File: src/rtl/raw_pattern_gen_if.sv
// Sensor-style video bus carried from the pattern source into the ISP front end:
// frame/line syncs, active-pixel qualifier and one 8-bit RAW sample per clock.
interface raw_pattern_gen_if;
   logic       out_vsync;
   logic       out_hsync;
   logic       out_den;
   logic [7:0] out_raw;

   modport master (output out_vsync, out_hsync, out_den, out_raw);
   modport slave  (input  out_vsync, out_hsync, out_den, out_raw);
endinterface

File: src/rtl/raw_pattern_gen.sv
// Synthetic RGGB Bayer source with sensor-like raster timing, used in place of a
// camera for ISP bring-up. Every output is a registered decode of the raster counters.
module raw_pattern_gen #(
   parameter int SOURCE_H = 1024,
   parameter int SOURCE_V = 1024,
   parameter int H_BLANK  = 64,
   parameter int V_BLANK  = 16,
   parameter int HS_WIDTH = 8,
   parameter int VS_LINES = 2
) (
   input  logic                     clk,
   input  logic                     reset_n,
   input  logic                     enable,
   input  logic [1:0]               pattern_sel,
   raw_pattern_gen_if.master        vid,
   output logic [15:0]              frame_cnt,
   output logic                     busy
);
   localparam int LINE  = SOURCE_H + H_BLANK;
   localparam int FRAME = SOURCE_V + V_BLANK;
   // At least 8 bits so the ramp/checker slices always exist; +1 keeps sync end points representable.
   localparam int HW    = ($clog2(LINE + 1) < 8) ? 8 : $clog2(LINE + 1);
   localparam int VW    = ($clog2(FRAME + 1) < 8) ? 8 : $clog2(FRAME + 1);
   localparam int BAR_W = SOURCE_H / 8;
   localparam int BW    = (BAR_W > 1) ? $clog2(BAR_W) : 1;

   localparam logic [HW-1:0] H_LAST     = HW'(LINE - 1);
   localparam logic [HW-1:0] H_ACT      = HW'(SOURCE_H);
   localparam logic [HW-1:0] H_SYNC_END = HW'(SOURCE_H + HS_WIDTH);
   localparam logic [VW-1:0] V_LAST     = VW'(FRAME - 1);
   localparam logic [VW-1:0] V_ACT      = VW'(SOURCE_V);
   localparam logic [VW-1:0] V_SYNC_END = VW'(SOURCE_V + VS_LINES);
   localparam logic [BW-1:0] BAR_LAST   = BW'(BAR_W - 1);

   typedef enum logic [1:0] {
      IDLE  = 2'd0,
      RUN   = 2'd1,
      DRAIN = 2'd2
   } state_t;

   state_t          state_q, state_d;
   logic [HW-1:0]   h_cnt_q, h_cnt_d;
   logic [VW-1:0]   v_cnt_q, v_cnt_d;
   logic [BW-1:0]   bar_pix_q, bar_pix_d;
   logic [2:0]      bar_idx_q, bar_idx_d;
   logic [1:0]      pat_q, pat_d;
   logic [15:0]     frame_cnt_q, frame_cnt_d;
   logic            vsync_q, vsync_d;
   logic            hsync_q, hsync_d;
   logic            den_q, den_d;
   logic [7:0]      raw_q, raw_d;

   logic            active;
   logic            line_wrap;
   logic            frame_wrap;
   logic            bar_on;
   logic [7:0]      pix;

   assign active     = (state_q != IDLE);
   assign line_wrap  = (h_cnt_q == H_LAST);
   assign frame_wrap = active && line_wrap && (v_cnt_q == V_LAST);

   // Leaving RUN exactly on the last raster clock means the frame is already whole,
   // so go straight to IDLE rather than draining an extra frame.
   always_comb begin
      state_d = state_q;
      unique case (state_q)
         IDLE:    if (enable) state_d = RUN;
         RUN:     if (!enable) state_d = frame_wrap ? IDLE : DRAIN;
         DRAIN:   if (enable) state_d = RUN;
                  else if (frame_wrap) state_d = IDLE;
         default: state_d = IDLE;
      endcase
   end

   // Raster counters plus a bar position counter that tracks h_cnt, avoiding a divider.
   always_comb begin
      h_cnt_d   = '0;
      v_cnt_d   = '0;
      bar_pix_d = '0;
      bar_idx_d = '0;
      if (active) begin
         if (line_wrap) begin
            v_cnt_d = (v_cnt_q == V_LAST) ? '0 : v_cnt_q + 1'b1;
         end else begin
            h_cnt_d = h_cnt_q + 1'b1;
            v_cnt_d = v_cnt_q;
            if (bar_pix_q == BAR_LAST) begin
               bar_idx_d = bar_idx_q + 1'b1;
            end else begin
               bar_pix_d = bar_pix_q + 1'b1;
               bar_idx_d = bar_idx_q;
            end
         end
      end
   end

   always_comb begin
      pat_d       = pat_q;
      frame_cnt_d = frame_cnt_q;
      if (state_q == IDLE && enable) pat_d = pattern_sel;
      if (frame_wrap) begin
         pat_d       = pattern_sel;
         frame_cnt_d = frame_cnt_q + 16'd1;
      end
   end

   // Bar order white..black maps to {R,G,B} = ~{idx[1], idx[2], idx[0]}.
   always_comb begin
      bar_on = 1'b0;
      unique case ({v_cnt_q[0], h_cnt_q[0]})
         2'b00:   bar_on = ~bar_idx_q[1];
         2'b11:   bar_on = ~bar_idx_q[0];
         default: bar_on = ~bar_idx_q[2];
      endcase
   end

   always_comb begin
      pix = 8'h00;
      unique case (pat_q)
         2'd0:    pix = bar_on ? 8'hFF : 8'h00;
         2'd1:    pix = h_cnt_q[7:0] + v_cnt_q[7:0];
         2'd2:    pix = (h_cnt_q[4] ^ v_cnt_q[4]) ? 8'hFF : 8'h00;
         default: pix = frame_cnt_q[7:0];
      endcase
   end

   always_comb begin
      den_d   = active && (h_cnt_q < H_ACT) && (v_cnt_q < V_ACT);
      hsync_d = active && (h_cnt_q >= H_ACT) && (h_cnt_q < H_SYNC_END);
      vsync_d = active && (v_cnt_q >= V_ACT) && (v_cnt_q < V_SYNC_END);
      raw_d   = den_d ? pix : 8'h00;
   end

   always_ff @(posedge clk or negedge reset_n) begin
      if (!reset_n) begin
         state_q     <= IDLE;
         h_cnt_q     <= '0;
         v_cnt_q     <= '0;
         bar_pix_q   <= '0;
         bar_idx_q   <= '0;
         pat_q       <= '0;
         frame_cnt_q <= '0;
         vsync_q     <= 1'b0;
         hsync_q     <= 1'b0;
         den_q       <= 1'b0;
         raw_q       <= 8'h00;
      end else begin
         state_q     <= state_d;
         h_cnt_q     <= h_cnt_d;
         v_cnt_q     <= v_cnt_d;
         bar_pix_q   <= bar_pix_d;
         bar_idx_q   <= bar_idx_d;
         pat_q       <= pat_d;
         frame_cnt_q <= frame_cnt_d;
         vsync_q     <= vsync_d;
         hsync_q     <= hsync_d;
         den_q       <= den_d;
         raw_q       <= raw_d;
      end
   end

   assign vid.out_vsync = vsync_q;
   assign vid.out_hsync = hsync_q;
   assign vid.out_den   = den_q;
   assign vid.out_raw   = raw_q;
   assign frame_cnt     = frame_cnt_q;
   assign busy          = active;
endmodule
File: src/flat_wrapper.sv
// flat-port wrapper written by rule: the top's interface ports become plain ports
module raw_pattern_gen_flat 
#(
   parameter int SOURCE_H = 1024,
   parameter int SOURCE_V = 1024,
   parameter int H_BLANK  = 64,
   parameter int V_BLANK  = 16,
   parameter int HS_WIDTH = 8,
   parameter int VS_LINES = 2
)
  (clk, reset_n, enable, pattern_sel, frame_cnt, busy, vid_out_vsync, vid_out_hsync, vid_out_den, vid_out_raw);
  raw_pattern_gen_if vid_i ();
  input  logic clk;
  input  logic reset_n;
  input  logic enable;
  input  logic [1:0] pattern_sel;
  output logic [15:0] frame_cnt;
  output logic busy;
  output wire logic [$bits(vid_i.out_vsync)-1:0] vid_out_vsync;
  output wire logic [$bits(vid_i.out_hsync)-1:0] vid_out_hsync;
  output wire logic [$bits(vid_i.out_den)-1:0] vid_out_den;
  output wire logic [$bits(vid_i.out_raw)-1:0] vid_out_raw;
  assign vid_out_vsync = vid_i.out_vsync;
  assign vid_out_hsync = vid_i.out_hsync;
  assign vid_out_den = vid_i.out_den;
  assign vid_out_raw = vid_i.out_raw;
  raw_pattern_gen #(.SOURCE_H(SOURCE_H), .SOURCE_V(SOURCE_V), .H_BLANK(H_BLANK), .V_BLANK(V_BLANK), .HS_WIDTH(HS_WIDTH), .VS_LINES(VS_LINES)) u_core (.clk(clk), .reset_n(reset_n), .enable(enable), .pattern_sel(pattern_sel), .vid(vid_i), .frame_cnt(frame_cnt), .busy(busy));
endmodule
File: config.mk
export PLATFORM = sky130hd
export DESIGN_NAME = raw_pattern_gen_flat
export DESIGN_NICKNAME = d
export VERILOG_FILES = /design/src/rtl/raw_pattern_gen_if.sv /design/src/rtl/raw_pattern_gen.sv /design/src/flat_wrapper.sv
export SDC_FILE = /design/constraint.sdc
export NUM_CORES = 1
export LEC_CHECK = 0
export ABC_AREA = 1
export BUFFER_PORTS_ARGS = -buffer_cell sky130_fd_sc_hd__buf_2
export CORE_UTILIZATION = 43
export DETAILED_ROUTE_END_ITERATION = 16
export PLACE_DENSITY_LB_ADDON = 0.3
export SLEW_MARGIN = 20
export SYNTH_ARGS = -nofsm -noshare
export SYNTH_HDL_FRONTEND = slang
export SYNTH_SLANG_ARGS = --single-unit
File: constraint.sdc
create_clock -name clk -period 3.5 [get_ports clk]
set_input_delay 0.35 -clock clk [delete_from_list [all_inputs] [get_ports clk]]
set_output_delay 0.35 -clock clk [all_outputs]
set_load 0.1 [all_outputs]
==> results of run 1 <==
==> layout by cell type (no fill, tap or decap), types with 2 or more instances in the layout <==
master	n
sky130_fd_sc_hd__nor3b_1	2
sky130_fd_sc_hd__a21oi_1	20
sky130_fd_sc_hd__o21a_1	2
sky130_fd_sc_hd__nand2_2	4
sky130_fd_sc_hd__nand4_1	7
sky130_fd_sc_hd__buf_2	32
sky130_fd_sc_hd__nor3_2	3
sky130_fd_sc_hd__clkinv_2	4
sky130_fd_sc_hd__nand3_1	47
sky130_fd_sc_hd__nor3_1	17
sky130_fd_sc_hd__xor2_1	12
sky130_fd_sc_hd__o21ai_2	10
sky130_fd_sc_hd__inv_2	4
sky130_fd_sc_hd__o21ai_0	16
sky130_fd_sc_hd__nor2_1	43
sky130_fd_sc_hd__inv_1	52
sky130_fd_sc_hd__nand2_1	126
sky130_fd_sc_hd__xnor2_1	10
sky130_fd_sc_hd__clkbuf_8	10
sky130_fd_sc_hd__clkbuf_1	2
sky130_fd_sc_hd__ha_1	14
sky130_fd_sc_hd__dfrtp_1	63
sky130_fd_sc_hd__nor2_2	2
==> worst register-to-register path: cells and delay by family, from the launching register on <==
family,cells,cell delay [ns]
flip-flops,1,0.45
AO/OA/AOI/OAI,1,0.11
buffers and inverters,2,0.29
AND/OR/NAND/NOR,4,0.83
adder cells (fa/ha/maj),1,0.31
==> metrics by stage <==
stage	instance area (µm²)	setup slack [ns]
after global placement	3938	1.544
after floorplan	3706	1.419
after detailed placement	3938	1.443
after global routing	4138	1.164
after CTS	4138	1.398
final	4138	1.395
==> how the worst max path moves through the flow <==
stage / cells past startpoint / startpoint / endpoint / slack [ns]
3_5_place_dp: 8 / u_core.h_cnt_q[0] / u_core.bar_idx_q[1] / 1.44
6_report: 8 / u_core.h_cnt_q[1] / u_core.bar_idx_q[1] / 1.40
4_1_cts: 8 / u_core.h_cnt_q[0] / u_core.bar_idx_q[1] / 1.40
3_3_place_gp: 9 / u_core.h_cnt_q[1] / u_core.frame_cnt[4] / 1.54
2_1_floorplan: 8 / u_core.frame_cnt[2] / u_core.frame_cnt[15] / 1.42
5_1_grt: 8 / u_core.h_cnt_q[0] / u_core.bar_idx_q[1] / 1.16
==> metal layers <==
layer  vias up  share of wire  GRT usage
met5         -              0          0
met4         0         0.0083    0.06061
met3        10          0.044    0.05072
met2        67           0.47     0.3261
met1      1465           0.47     0.2773
li1       1599              -          -
==> sequential cells by signal (all words and copies together), names as in the netlist, 2 cells and up <==
register	count
u_core.bar_idx_q	3
u_core.bar_pix_q	7
u_core.frame_cnt	16
u_core.h_cnt_q	11
u_core.pat_q	2
u_core.state_q	2
u_core.v_cnt_q	11
u_core.vid.out_raw	8
==> where the power goes <==
group          leakage [µW]  internal (µW)  switching (µW)
combinational       0.00111           72.3             298
clock              0.000100            345             280
sequential         0.000857            775            39.2
total               0.00207           1190             618
==> timing repair <==
| item | in CTS | in global routing |
|---|---|---|
| hold buffers | 1 | 0 |
| setup buffers | 0 | 0 |
| endpoints found under the hold margin | 19 | 0 |
==> cell type report <==
| cell class | instances | area (µm²) | area share |
|---|---|---|---|
| Inverter | 57 | 215.2 | 0.05201 |
| Multi-Input combinational cell | 346 | 1847 | 0.4463 |
| Timing Repair Buffer | 34 | 177.7 | 0.04294 |
| Clock inverter | 4 | 45.04 | 0.01089 |
| Sequential cell | 63 | 1577 | 0.3810 |
| Clock buffer | 12 | 145.1 | 0.03508 |
| Tap cell | 105 | 131.4 | 0.03175 |
==> synthesized netlist by cell type, types with 2 or more instances <==
| cell type | instances | area [µm²] |
|---|---|---|
| sky130_fd_sc_hd__a21oi_1 | 20 | 100.1 |
| sky130_fd_sc_hd__buf_2 | 9 | 45.04 |
| sky130_fd_sc_hd__buf_6 | 2 | 22.52 |
| sky130_fd_sc_hd__dfrtp_1 | 63 | 1577 |
| sky130_fd_sc_hd__ha_1 | 14 | 175.2 |
| sky130_fd_sc_hd__inv_1 | 52 | 195.2 |
| sky130_fd_sc_hd__inv_2 | 4 | 15.01 |
| sky130_fd_sc_hd__nand2_1 | 126 | 473.0 |
| sky130_fd_sc_hd__nand2_2 | 4 | 25.02 |
| sky130_fd_sc_hd__nand3_1 | 47 | 235.2 |
| sky130_fd_sc_hd__nand4_1 | 7 | 43.79 |
| sky130_fd_sc_hd__nor2_1 | 43 | 161.4 |
| sky130_fd_sc_hd__nor2_2 | 2 | 12.51 |
| sky130_fd_sc_hd__nor3_1 | 17 | 85.08 |
| sky130_fd_sc_hd__nor3_2 | 3 | 30.03 |
| sky130_fd_sc_hd__nor3b_1 | 2 | 15.01 |
| sky130_fd_sc_hd__o21a_1 | 2 | 15.01 |
| sky130_fd_sc_hd__o21ai_0 | 16 | 80.08 |
| sky130_fd_sc_hd__o21ai_2 | 10 | 87.58 |
| sky130_fd_sc_hd__xnor2_1 | 10 | 87.58 |
| sky130_fd_sc_hd__xor2_1 | 12 | 105.1 |
==> cells by family (layout without fill, tap and decap cells) <==
group | Yosys count | in the layout | share of synthesized area
flops | 63 | 63 | 0.4254
xor+xnor | 23 | 23 | 0.05638
fa+ha+maj | 15 | 15 | 0.05267
compound gates | 51 | 51 | 0.08170
buf+inv | 68 | 107 | 0.07630
simple gates | 257 | 257 | 0.3076
==> parameters.txt, run 1 <==
Parameter                              Value

Cells and area
  Fill cell instance count of the final layout ... 811
  Syn-to-layout area delta ... 11.65%
  Share of layout cells above drive strength 1 ... 0.1473
  Number of nets at the end of the flow ... 531
  Final cell utilization of the core ... 0.5011
  N_diodes ... 0
  Final std cells w/o fill ... 621

Setup path
  Reg2Reg Capture Point ... u_core.bar_idx_q[1]
  Reg-to-reg slack, setup ... 1.40 ns
  Maximum fanout along the worst path ... 14
  Worst Reg-to-Reg Cells ... 8
  Dominant delay contributor by cell family on the critical path ... simple AND/OR/NAND/NOR gates
  Arr. time, crit path ... 2.33 ns
  Category of the worst setup path launch point ... register
  Required time at the endpoint of the critical path ... 3.72 ns
  Kind of capture point of the worst setup path ... register
  Sequence of cells on the critical path ... ha_1 > nand3_1 > inv_1 > nand3_1 > nand2_1 > inv_2 > nand2_1 > o21ai_0
  Crit-path slowest cell ... sky130_fd_sc_hd__dfrtp_1
  Delay of the slowest cell on the worst path ... 0.45 ns
  Classification of the worst setup path ... register to register
  Critical path buffers and inverters ... 2
  Beginning of the worst register-to-register path ... u_core.h_cnt_q[1]

Timing
  Clock Skew ... 0.01037 ns
  Final setup violation count ... 0
  Max-Slew Margin vs Limit ... 0.6306
  Accumulated negative setup slack ... 0 ns
  Slew at the pin closest to its max-slew limit ... 0.5540 ns
  Number of hold violations in the final report ... 0
  Number of pins with negative max-slew slack in the final report ... 0
  Post-route worst hold slack ... 0.2183 ns
  Fraction of the cycle the final worst path needs ... 0.6014
  Fmax achieved ... 0.4751 GHz
  Shortest period the worst path allows ... 2.105 ns
  RSZ-0062 raised after global routing ... no

Clock tree
  Root buffer cell ... sky130_fd_sc_hd__clkbuf_8
  Post-cts sizing count ... 0
  Worst-case clock buffer depth ... 2
  Clock latency of the later-clocked register in the worst-skew pair ... 0.34 ns
  Number of buffers created by CTS ... 9
  Clock tree from TritonCTS ... built
  Level count of the clock H-tree ... 3
  Clock-pin slew on the worst setup and hold paths ... 0.07 ns
  Sink count of the clock tree ... 63

GRT
  First-pass GRT wire length ... 14,280 µm
  GRT Residual Overflow ... 0
  Antenna violations before repair ... 0
  Vias in the first global route ... 3,085
  GRT Overall Usage ... 0.2059
  Maximum number of pins on one net before global-route repair ... 45

Route
  Final WL ... 8301 µm
  Length of the first detailed-routing pass in iterations ... 4
  Vias after detailed routing ... 3,141
  Initial DRC Count ... 154
  Drt via density ... 5.058
  Average wire per standard cell ... 13.37 µm
  Residual DRC ... 0
  Number of nets with antenna violations after routing ... 0

Power and ir drop
  Power density cells ... 437.5 nW/µm²
  Overall power after layout ... 1810 µW
  Static Leakage ... 0.002067 µW
  Highest ir drop seen on vdd ... 0.1638 mV

Synthesis
  Cell area after synthesis ... 3706 µm²
  Number of cells produced by synthesis ... 477
  Total of warnings raised by yosys ... 0
  Number of unique standard cell types used by synthesis ... 33
  Seq/Total Area, Yosys ... 0.4254
  Number of enable-type register cells in the synthesized netlist ... 0
  Synthesized netlist net count ... 497
  Fraction of registers with async set or reset after synthesis ... 1.000
  Post-Synthesis Mean Instance Area ... 7.770 µm²
  Most used flip-flop cell after synthesis ... sky130_fd_sc_hd__dfrtp_1
  Flops & latches, synth ... 63

Die
  Standard-cell row count ... 33
  Initial Utilization ... 0.4488
  Die Span Y ... 94.84 µm
  Core area ... 8258 µm²
  Number of I/O pins ... 33
  Floorplan die area ... 8994 µm²
  Horizontal die dimension ... 94.84 µm

Worst hold path
  Count of cells along the worst hold path ... 3
  Class of the tightest hold or removal check ... input pin to register
  Hold Path End ... u_core.pat_q[0]
  Hold Path Origin ... pattern_sel[0]

Place
  Post-placement cell count ... 604
  Post-DP HPWL ... 6189 µm
  Global placement routability congestion ... 0.8665
  IO buf count ... 32

Status
  Status ... finished clean

Run
  Max-capacitance violation count ... 0
Note: power is estimated with default switching activity, not from simulation.
==> inputs of run 2 (changes only) <==
clock period = 1.85 ns   (was 3.5 ns; I/O delays follow)
==> run 2 against run 1 <==
  * First-iteration DRC count decreased by 12%
  * Register-to-register slack got worse by 1.3 ns
  * Clock power increased by 140%
  * Critical path depth increased by 1
  * Maximum frequency increased by 18%
  * Largest power group unchanged
==> parameters.txt, run 2 (synthesized netlist as in run 1, its figures left out) <==
Parameter                              Value

Run
  Max-capacitance violation count ... 0 (unchanged)

Worst hold path
  Count of cells along the worst hold path ... 3 (unchanged)
  Class of the tightest hold or removal check ... input pin to register (unchanged)

Setup path
  Reg2Reg Capture Point ... u_core.vid.out_raw[6] (was u_core.bar_idx_q[1])
  Arr. time, crit path ... 2.04 ns (was 2.33 ns)
  Reg-to-reg slack, setup ... 0.07 ns (was 1.40 ns)
  Crit-path slowest cell ... sky130_fd_sc_hd__dfrtp_1 (unchanged)
  Required time at the endpoint of the critical path ... 2.11 ns (was 3.72 ns)
  Worst Reg-to-Reg Cells ... 9 (was 8)
  Maximum fanout along the worst path ... 4 (was 14)
  Category of the worst setup path launch point ... register (unchanged)
  Sequence of cells on the critical path ... ha_2 > fa_2 > nand2_1 > nand3_1 > nand3_1 > nand2_1 > nand2_1 > nand3_1 > a21oi_1 (was ha_1 > nand3_1 > inv_1 > nand3_1 > nand2_1 > inv_2 > nand2_1 > o21ai_0)
  Delay of the slowest cell on the worst path ... 0.45 ns (about the same)
  CP startpoint ... u_core.v_cnt_q[0] (was u_core.h_cnt_q[1])
  Kind of capture point of the worst setup path ... register (unchanged)
  Critical path buffers and inverters ... 0 (was 2)
  Beginning of the worst register-to-register path ... u_core.v_cnt_q[0] (was u_core.h_cnt_q[1])
  End point of the critical path ... u_core.vid.out_raw[6] (was u_core.bar_idx_q[1])
  Dominant delay contributor by cell family on the critical path ... adder cells (was simple AND/OR/NAND/NOR gates)
  Logic depth of the worst setup path including buffers ... 9 (was 8)
  Classification of the worst setup path ... register to register (unchanged)

Route
  Drt via density ... 5.059 (was 5.058)
  Average wire per standard cell ... 13.33 µm (was 13.37 µm)
  Vias after detailed routing ... 3,187 (was 3,141)
  Final WL ... 8399 µm (was 8301 µm)
  Residual DRC ... 0 (unchanged)
  Length of the first detailed-routing pass in iterations ... 5 (was 4)
  Number of nets with antenna violations after routing ... 0 (unchanged)
  Initial DRC Count ... 136 (was 154)

Place
  Post-Place Setup Slack ... 0.02167 ns (was 1.443 ns)
  Post-DP HPWL ... 6176 µm (was 6189 µm)
  Global placement routability congestion ... 0.8545 (was 0.8665)
  Cell area after placement ... 4025 µm² (was 3938 µm²)
  IO buf count ... 32 (unchanged)

GRT
  Vias in the first global route ... 3,114 (was 3,085)
  Maximum number of pins on one net before global-route repair ... 64 (was 45)
  Antenna violations before repair ... 0 (unchanged)
  GRT Residual Overflow ... 0 (unchanged)
  First-pass GRT wire length ... 14,320 µm (was 14,280 µm)
  GRT Overall Usage ... 0.2061 (was 0.2059)

Die
  Standard-cell row count ... 33 (unchanged)
  Die Span Y ... 94.84 µm (unchanged)
  Floorplan die area ... 8994 µm² (unchanged)
  Number of I/O pins ... 33 (unchanged)
  Horizontal die dimension ... 94.84 µm (unchanged)
  Initial Utilization ... 0.4488 (unchanged)
  Core area ... 8258 µm² (unchanged)

Cells and area
  Share of layout cells above drive strength 1 ... 0.1867 (was 0.1473)
  Most common cell after layout, fill and taps aside ... sky130_fd_sc_hd__nand2_1 (unchanged)
  Summed area of non-filler cells in the final layout ... 4297 µm² (was 4138 µm²)
  Final cell utilization of the core ... 0.5203 (was 0.5011)
  Syn-to-layout area delta ... 15.94% (was 11.65%)
  Flip-flop count of the largest register after layout ... 16 (unchanged)
  Number of nets at the end of the flow ... 540 (was 531)
  N_diodes ... 0 (unchanged)
  Highest-count cells in the layout ignoring fill and taps ... sky130_fd_sc_hd__nand2_1 (126), sky130_fd_sc_hd__dfrtp_1 (55), sky130_fd_sc_hd__inv_1 (52) (was sky130_fd_sc_hd__nand2_1 (126), sky130_fd_sc_hd__dfrtp_1 (63), sky130_fd_sc_hd__inv_1 (52))

Power and ir drop
  Highest ir drop seen on vdd ... 0.5153 mV (was 0.1638 mV)
  Static Leakage ... 0.002133 µW (was 0.002067 µW)
  Power density cells ... 877.3 nW/µm² (was 437.5 nW/µm²)

Timing
  Number of pins with negative max-slew slack in the final report ... 0 (unchanged)
  Shortest period the worst path allows ... 1.781 ns (was 2.105 ns)
  Clock Skew ... 0.006962 ns (was 0.01037 ns)
  Fraction of the cycle the final worst path needs ... 0.9626 (was 0.6014)
  Accumulated negative setup slack ... 0 ns (unchanged)
  Number of hold violations in the final report ... 0 (unchanged)
  Post-route worst hold slack ... 0.05866 ns (was 0.2183 ns)
  RSZ-0062 raised after global routing ... yes (was no)
  Slew at the pin closest to its max-slew limit ... 0.4919 ns (was 0.5540 ns)
  Worst path setup slack after routing ... 0.06912 ns (was 1.395 ns)
  Final setup violation count ... 0 (unchanged)
  Max-Slew Margin vs Limit ... 0.6743 (was 0.6306)
  Fmax achieved ... 0.5615 GHz (was 0.4751 GHz)

Status
  Status ... finished clean (unchanged)

Clock tree
  Clock-pin slew on the worst setup and hold paths ... 0.07 ns (about the same)
  Setup fix buffers added after clock tree synthesis ... 0 (unchanged)
  Worst-case clock buffer depth ... 2 (unchanged)
  Clock tree from TritonCTS ... built (unchanged)
  Level count of the clock H-tree ... 3 (unchanged)
  Clock latency of the later-clocked register in the worst-skew pair ... 0.34 ns (about the same)
  Root buffer cell ... sky130_fd_sc_hd__clkbuf_8 (unchanged)
  Sink count of the clock tree ... 63 (unchanged)
  Number of buffers created by CTS ... 9 (unchanged)
==> run 2: how the worst min path moves through the flow <==
stage,slack (ns),from,to
after detailed placement,0.23,reset_n,u_core.bar_pix_q[5]
final,0.06,pattern_sel[1],u_core.pat_q[1]
after global routing,0.05,pattern_sel[1],u_core.pat_q[1]
after CTS,0.04,pattern_sel[1],u_core.pat_q[1]
after global placement,0.23,reset_n,u_core.bar_pix_q[5]
after floorplan,-0.11,reset_n,u_core.bar_idx_q[0]
==> run 2: final cells by class <==
cell class,count,area (µm²)
multi-input cells,346,1859
inverters,57,217.7
flip-flops and latches,63,1587
well taps,105,131.4
fillers,793,3961
clock inverters,7,120.1
repair buffers,43,257.7
clock buffers,9,123.9
==> run 2: through the flow <==
| step | total power (µW) | instances |
|---|---|---|
| 2_1_floorplan | 2117 | 477 |
| 3_3_place_gp | 2291 | 613 |
| 3_5_place_dp | 2311 | 613 |
| 4_1_cts | 3802 | 630 |
| 5_1_grt | 3922 | 630 |
| 6_report | 3769 | 630 |
==> run 2: timing repair <==
item                                    4_1_cts  5_1_grt
hold endpoints to repair                     63        0
endpoints found under the setup margin        1       24
gates resized for setup                       1        7
hold buffers                                  1        0
==> run 2: power breakdown <==
part / leakage (µW) / internal, µW / switching (µW)
clock network: 0.000120 / 899 / 585
registers: 0.000845 / 1470 / 68.3
logic: 0.00117 / 161 / 590
==> run 2: worst reg2reg max path, cell delays in order (launching register included) <==
cell and delay [ns]:
sky130_fd_sc_hd__dfrtp_1 0.45, sky130_fd_sc_hd__ha_2 0.24, sky130_fd_sc_hd__fa_2 0.37, sky130_fd_sc_hd__nand2_1 0.07, sky130_fd_sc_hd__nand3_1 0.10, sky130_fd_sc_hd__nand3_1 0.12, sky130_fd_sc_hd__nand2_1 0.06, sky130_fd_sc_hd__nand2_1 0.06
sky130_fd_sc_hd__nand3_1 0.08, sky130_fd_sc_hd__a21oi_1 0.16
==> run 2: metal layers <==
| metal | share of wire | GRT usage |
|---|---|---|
| met5 | 0 | 0 |
| met2 | 0.48 | 0.3399 |
| met1 | 0.47 | 0.2664 |
| met3 | 0.036 | 0.04509 |
| met4 | 0.012 | 0.06944 |
